File: config.mk
export PLATFORM = sky130hd
export DESIGN_NAME = spi_master
export DESIGN_NICKNAME = d
export VERILOG_FILES = /design/src/rtl/spi_pkg.sv /design/src/rtl/spi_phase_timer.sv /design/src/rtl/spi_master.sv
export SDC_FILE = /design/constraint.sdc
export NUM_CORES = 1
export LEC_CHECK = 0
export BUFFER_PORTS_ARGS = -buffer_cell sky130_fd_sc_hd__buf_4
export CAP_MARGIN = 0
export CORE_MARGIN = 3
export CORE_UTILIZATION = 56
export DETAILED_ROUTE_END_ITERATION = 6
export GPL_ROUTABILITY_DRIVEN = 0
export PLACE_DENSITY = 0.88
export SYNTH_ARGS = -nofsm -noshare
export SYNTH_HDL_FRONTEND = slang
export SYNTH_SLANG_ARGS = --single-unit
File: constraint.sdc
create_clock -name clk -period 2.3 [get_ports clk]
set_clock_uncertainty 0.2 [all_clocks]
set_input_delay 0.115 -clock clk [delete_from_list [all_inputs] [get_ports clk]]
set_output_delay 0.115 -clock clk [all_outputs]
set_load 0.02 [all_outputs]
File: src/rtl/spi_pkg.sv
`default_nettype none
// ============================================================================
// Module   : spi_pkg
// Brief    : Shared SPI types and constants used by the master and slave sides.
// Revision : 1.0 - initial release
// ============================================================================
package spi_pkg;

  localparam int SPI_BYTE_BITS   = 8;
  localparam int SPI_MIN_CLK_DIV = 3;

  typedef enum logic [2:0] {
    IDLE  = 3'd0,
    SETUP = 3'd1,
    LOW   = 3'd2,
    HIGH  = 3'd3,
    NEXT  = 3'd4,
    HOLD  = 3'd5,
    GAP   = 3'd6
  } spi_state_e;

  function automatic int spi_max3(input int a, input int b, input int c);
    int m;
    m = (a > b) ? a : b;
    return (m > c) ? m : c;
  endfunction

endpackage
`default_nettype wire

File: src/rtl/spi_phase_timer.sv
`default_nettype none
// ============================================================================
// Module   : spi_phase_timer
// Brief    : Loadable down-counter; o_done marks the last cycle of a phase.
// Revision : 1.0 - initial release
// ============================================================================
module spi_phase_timer #(
  parameter int WIDTH = 3
) (
  input  logic             clk,
  input  logic             rst,
  input  logic             i_load,
  input  logic [WIDTH-1:0] i_load_val,
  output logic             o_done
);

  logic [WIDTH-1:0] r_cnt;

  always_ff @(posedge clk or posedge rst) begin
    if (rst) begin
      r_cnt <= '0;
    end else if (i_load) begin
      r_cnt <= i_load_val;
    end else if (r_cnt != '0) begin
      r_cnt <= r_cnt - 1'b1;
    end
  end

  assign o_done = (r_cnt == WIDTH'(1));

endmodule
`default_nettype wire

File: src/rtl/spi_master.sv
`default_nettype none
// ============================================================================
// Module   : spi_master
// Brief    : SPI mode-0 master, byte-stream in/out, cs_n framed by tx_last.
// Revision : 1.0 - initial release
// ============================================================================
module spi_master
  import spi_pkg::*;
#(
  parameter int CLK_DIV  = 4,
  parameter int CS_SETUP = 2,
  parameter int CS_HOLD  = 2
) (
  input  logic                     clk,
  input  logic                     rst,
  input  logic                     i_tx_valid,
  output logic                     o_tx_ready,
  input  logic [SPI_BYTE_BITS-1:0] i_tx_data,
  input  logic                     i_tx_last,
  output logic                     o_rx_valid,
  output logic [SPI_BYTE_BITS-1:0] o_rx_data,
  output logic                     o_busy,
  output logic                     o_sclk,
  output logic                     o_cs_n,
  output logic                     o_mosi,
  input  logic                     i_miso
);

  localparam int               c_tmr_w    = $clog2(spi_max3(CLK_DIV, CS_SETUP, CS_HOLD) + 1);
  localparam logic [c_tmr_w-1:0] c_div_ld   = c_tmr_w'(CLK_DIV);
  localparam logic [c_tmr_w-1:0] c_setup_ld = c_tmr_w'(CS_SETUP);
  localparam logic [c_tmr_w-1:0] c_hold_ld  = c_tmr_w'(CS_HOLD);
  localparam logic [2:0]         c_last_bit = 3'(SPI_BYTE_BITS - 1);

  if (CLK_DIV < SPI_MIN_CLK_DIV) begin : g_chk_clk_div
    $error("spi_master: CLK_DIV must be >= %0d", SPI_MIN_CLK_DIV);
  end
  if (CS_SETUP < 1) begin : g_chk_cs_setup
    $error("spi_master: CS_SETUP must be >= 1");
  end
  if (CS_HOLD < 1) begin : g_chk_cs_hold
    $error("spi_master: CS_HOLD must be >= 1");
  end

  spi_state_e                   r_state;
  logic                         r_tx_ready;
  logic                         r_busy;
  logic                         r_sclk;
  logic                         r_cs_n;
  logic                         r_mosi;
  logic                         r_rx_valid;
  logic [SPI_BYTE_BITS-1:0]     r_rx_data;
  logic [SPI_BYTE_BITS-2:0]     r_shift_tx;
  logic [SPI_BYTE_BITS-2:0]     r_shift_rx;
  logic                         r_last;
  logic [2:0]                   r_bit_cnt;

  logic                         w_hs;
  logic                         w_tmr_load;
  logic [c_tmr_w-1:0]           w_tmr_val;
  logic                         w_tmr_done;

  assign w_hs = i_tx_valid & r_tx_ready;

  // Timer is reloaded on every phase change that needs a timed phase
  always_comb begin
    w_tmr_load = 1'b0;
    w_tmr_val  = c_div_ld;
    case (r_state)
      IDLE: begin
        w_tmr_load = w_hs;
        w_tmr_val  = c_setup_ld;
      end
      SETUP, LOW: w_tmr_load = w_tmr_done;
      HIGH: begin
        if (w_tmr_done) begin
          w_tmr_load = (r_bit_cnt != c_last_bit) || r_last;
          if (r_bit_cnt == c_last_bit) w_tmr_val = c_hold_ld;
        end
      end
      NEXT: w_tmr_load = w_hs;
      HOLD: begin
        w_tmr_load = w_tmr_done;
        w_tmr_val  = c_hold_ld;
      end
      default: w_tmr_load = 1'b0;
    endcase
  end

  spi_phase_timer #(
    .WIDTH (c_tmr_w)
  ) u_timer (
    .clk        (clk),
    .rst        (rst),
    .i_load     (w_tmr_load),
    .i_load_val (w_tmr_val),
    .o_done     (w_tmr_done)
  );

  always_ff @(posedge clk or posedge rst) begin
    if (rst) begin
      r_state    <= IDLE;
      r_tx_ready <= 1'b1;
      r_busy     <= 1'b0;
      r_sclk     <= 1'b0;
      r_cs_n     <= 1'b1;
      r_mosi     <= 1'b0;
      r_rx_valid <= 1'b0;
      r_rx_data  <= '0;
      r_shift_tx <= '0;
      r_shift_rx <= '0;
      r_last     <= 1'b0;
      r_bit_cnt  <= '0;
    end else begin
      r_rx_valid <= 1'b0;
      case (r_state)
        IDLE: begin
          if (w_hs) begin
            r_shift_tx <= i_tx_data[SPI_BYTE_BITS-2:0];
            r_mosi     <= i_tx_data[SPI_BYTE_BITS-1];
            r_last     <= i_tx_last;
            r_cs_n     <= 1'b0;
            r_tx_ready <= 1'b0;
            r_busy     <= 1'b1;
            r_state    <= SETUP;
          end
        end
        SETUP, LOW: begin
          if (w_tmr_done) begin
            r_sclk  <= 1'b1;
            r_state <= HIGH;
          end
        end
        HIGH: begin
          if (w_tmr_done) begin
            r_sclk     <= 1'b0;
            r_bit_cnt  <= r_bit_cnt + 1'b1;
            r_shift_rx <= {r_shift_rx[SPI_BYTE_BITS-3:0], i_miso};
            if (r_bit_cnt == c_last_bit) begin
              r_rx_data  <= {r_shift_rx, i_miso};
              r_rx_valid <= 1'b1;
              if (r_last) begin
                r_state <= HOLD;
              end else begin
                r_tx_ready <= 1'b1;
                r_state    <= NEXT;
              end
            end else begin
              // Falling edge: present the next bit a full half-period early
              r_mosi     <= r_shift_tx[SPI_BYTE_BITS-2];
              r_shift_tx <= {r_shift_tx[SPI_BYTE_BITS-3:0], 1'b0};
              r_state    <= LOW;
            end
          end
        end
        NEXT: begin
          if (w_hs) begin
            r_shift_tx <= i_tx_data[SPI_BYTE_BITS-2:0];
            r_mosi     <= i_tx_data[SPI_BYTE_BITS-1];
            r_last     <= i_tx_last;
            r_tx_ready <= 1'b0;
            r_state    <= LOW;
          end
        end
        HOLD: begin
          if (w_tmr_done) begin
            r_cs_n  <= 1'b1;
            r_mosi  <= 1'b0;
            r_state <= GAP;
          end
        end
        GAP: begin
          if (w_tmr_done) begin
            r_tx_ready <= 1'b1;
            r_busy     <= 1'b0;
            r_state    <= IDLE;
          end
        end
        default: r_state <= IDLE;
      endcase
    end
  end

  assign o_tx_ready = r_tx_ready;
  assign o_rx_valid = r_rx_valid;
  assign o_rx_data  = r_rx_data;
  assign o_busy     = r_busy;
  assign o_sclk     = r_sclk;
  assign o_cs_n     = r_cs_n;
  assign o_mosi     = r_mosi;

endmodule
`default_nettype wire

==> flow_summary.yaml <==
outcome:
  status: "complete, no violations"
logic_synthesis:
  yosysWarnings: 0
  synth_top_area_cell: "dfrtp_1"
  synth_top_cells_by_count: "dfrtp_1 (36), mux2_1 (18), nor2_1 (16)"
  netlist_instances: 167
  synth_cell_types: 40
  synth_seq_cells: 38
  yosysSeqAreaShare_pct: 49.5
  synth_edf_count: 0
  syn_area_um2: 1930
  synth_nets: 185
  synth_most_common_cell: "dfrtp_1"
  synth_top_area_share_pct: 46.8
  async_flop_share_pct: 100
  synthTopCellsByArea: "dfrtp_1 (47%), mux2_1 (11%), a21oi_1 (3.9%)"
  synthFlopType: "dfrtp_1"
  synth_area_per_cell_um2: 11.5
power_and_ir_drop:
  comb_power_share_pct: 44.1
  powerDensity_nw_per_um2: 1150
  power.internal_mw: 1.63
  clkPwrFrac_pct: 13.6
  switching_power_mw: 1.09
  p_leak_nw: 1.11
  power_frac_seq_pct: 42.4
  max-vdd-ir-drop_uv: 677
  swShare_pct: 40.0
placement:
  port_buffers: 26
  hpwl_um: 2720
sta:
  hold_violations: 0
  fmax_mhz: 465
  setup_viol: 0
  period_needed_ns: 2.15
  maxSlewViolCount: 0
  final.setup.tns_ns: 0
  rsz0062_at_grt: "false"
  holdWs_ns: 0.214
  max_slew_margin_pct: 58.0
  finalCritPeriodShare_pct: 93.5
  tightest_slew_ns: 0.630
clock_tree:
  htreeDepth: 2
  clock-sinks: 38
  postCtsSetupBuffers: 0
  root_buffer: "clkbuf_4"
  clkSlewWorstSetupHoldPaths_ns: 0.11
  clockBufferDepth: 2
  cts_resized: 0
  cts_tree: "done"
  cts-buffers-inserted: 5
  clk_latency_ns: 0.35
drt:
  final_antenna_net_count: 0
  drt-total-wl_um: 4100
  drtIter0Drc: 98
  drtPass1Iterations: 4
  viasPerCell: 5.57
  via_count: 1427
  drc: 0
  wire_per_inst_um: 16.0
critical_path:
  cp_common_cell: "nand2_1"
  start_kind: "flip-flop"
  worst_setup_path_end_kind: "flip-flop"
  cpPeakStageDelay_ns: 0.63
  cp.required_ns: 2.40
  crit_type: "flip-flop to flip-flop"
  r2r_slack_ns: 0.15
  critical_path_arrival_ns: 2.26
  critical_path.max_fanout: 12
  cp_slowest_cell: "dfrtp_1"
  worstPathCellList: "nor4bb_4, nand2_1, dlygate4sd3_1, nand2_1"
floorplan:
  die_w_um: 64.7
  start_util_pct: 60.6
  rows: 20
  dieHeight_um: 64.7
  coreArea_um2: 3180
  dieArea_um2: 4180
  ioPinCount: 27
finish:
  syn_to_final_growth_pct: 22.4
  nets: 229
  layout-drive-gt1-share_pct: 25.5
  diodes: 0
global_route:
  antenna_found_initial: 0
  grt_pass1_wl_um: 7080
  grt_pass1_vias: 1529
  grt_max_degree: 39
  grt_usage_pct: 22.2
  grt-ovfl-total: 0
run:
  maxCapViolations: 0
worst_hold_path:
  hold_path.class: "input pin to async pin"
## layout make-up
| class | instances | area (µm²) |
|---|---|---|
| flip-flops and latches | 38 | 953 |
| multi-input cells | 114 | 890 |
| fillers | 207 | 820 |
| repair buffers | 46 | 378 |
| clock buffers | 7 | 55.1 |
| well taps | 44 | 55.1 |
| inverters | 6 | 22.5 |
| clock inverters | 1 | 5.00 |
## worst paths after layout
check,start,depth (start not counted),to
worst max-delay path,r_state[0]$_DFFE_PP0P_,4,r_last$_DFFE_PP0P_
worst min-delay path,rst,4,o_rx_data[7]$_DFFE_PP0P_
worst max register to register,r_state[0]$_DFFE_PP0P_,4,r_last$_DFFE_PP0P_
worst min register to register,r_shift_rx[6]$_DFFE_PP0P_,1,o_rx_data[7]$_DFFE_PP0P_
max in group asynchronous,rst,4,o_cs_n$_DFFE_PP1P_
min in group clk,r_shift_rx[6]$_DFFE_PP0P_,1,o_rx_data[7]$_DFFE_PP0P_
## timing repair
action / CTS / global route
hold buffers: 13 / 0
hold endpoints to repair: 48 / 0
setup endpoints to repair: 0 / 0
## power by group through the flow
stage	sequential, mW	combinational [mW]	clock, mW
final	1.15	1.20	0.369
after global routing	1.19	1.33	0.404
after CTS	1.15	1.19	0.371
after detailed placement	1.16	1.17	0
after global placement	1.14	1.08	0
after floorplan	1.12	0.889	0
## per-layer routing
layer  wire length [µm]  share of wire (%)  track usage, %  vias to the layer above
met4                140                3.4            10.3                        0
li1                   -                  -               -                      671
met3                170                4.1            5.03                       14
met5                  0                  0               0                        -
met1               1650                 40            25.7                      705
met2               2140                 52            38.9                       37
## flip-flops by register name, indices dropped and copies added, names as in the netlist, 3 cells and up
| register | flops |
|---|---|
| o_rx_data | 8 |
| r_shift_tx | 7 |
| r_bit_cnt | 3 |
| r_shift_rx | 7 |
| r_state | 3 |
| u_timer.r_cnt | 3 |
## cells by family (layout without fill, tap and decap cells)
| kind of cell | after synthesis | in the layout | share of synthesized area (%) |
|---|---|---|---|
| and+or+nand+nor | 43 | 43 | 14.4 |
| DFF | 38 | 38 | 49.5 |
| AOI/OAI and AO/OA | 37 | 37 | 12.2 |
| adders and majority gates | 5 | 5 | 3.25 |
| xor gates and xnor gates | 3 | 3 | 1.36 |
| buffers and inverters | 15 | 60 | 4.35 |
| muxes | 26 | 26 | 14.9 |
## per-stage QoR
stage | cells | cell area (µm²) | power [mW] | utilization [%] | setup slack [ns]
2_1_floorplan | 167 | 1930 | 2.01 | - | 0.517
3_3_place_gp | 235 | 2170 | 2.22 | 68.2 | 0.384
3_5_place_dp | 235 | 2170 | 2.33 | 68.2 | 0.281
4_1_cts | 256 | 2360 | 2.71 | 74.2 | 0.159
5_1_grt | 256 | 2360 | 2.92 | 74.2 | 0.0414
6_report | 256 | 2360 | 2.72 | 74.2 | 0.149
## cells in the final DEF, fill, tap and decap left out, drive strengths merged, types with 4 or more instances in the layout
master       count
ha               5
inv              6
a21oi           16
buf             33
nor2            18
o21ai           12
dfrtp           36
clkbuf           7
mux2            19
nor3             4
nand2            9
mux2i            7
dlygate4sd3     13
## worst max-delay path: cells and delay by family (launching register included)
family / cells / cell delay [ns]
flops: 1 / 0.63
simple gates: 3 / 0.72
buf+inv: 1 / 0.56
Note: power is estimated with default switching activity, not from simulation.
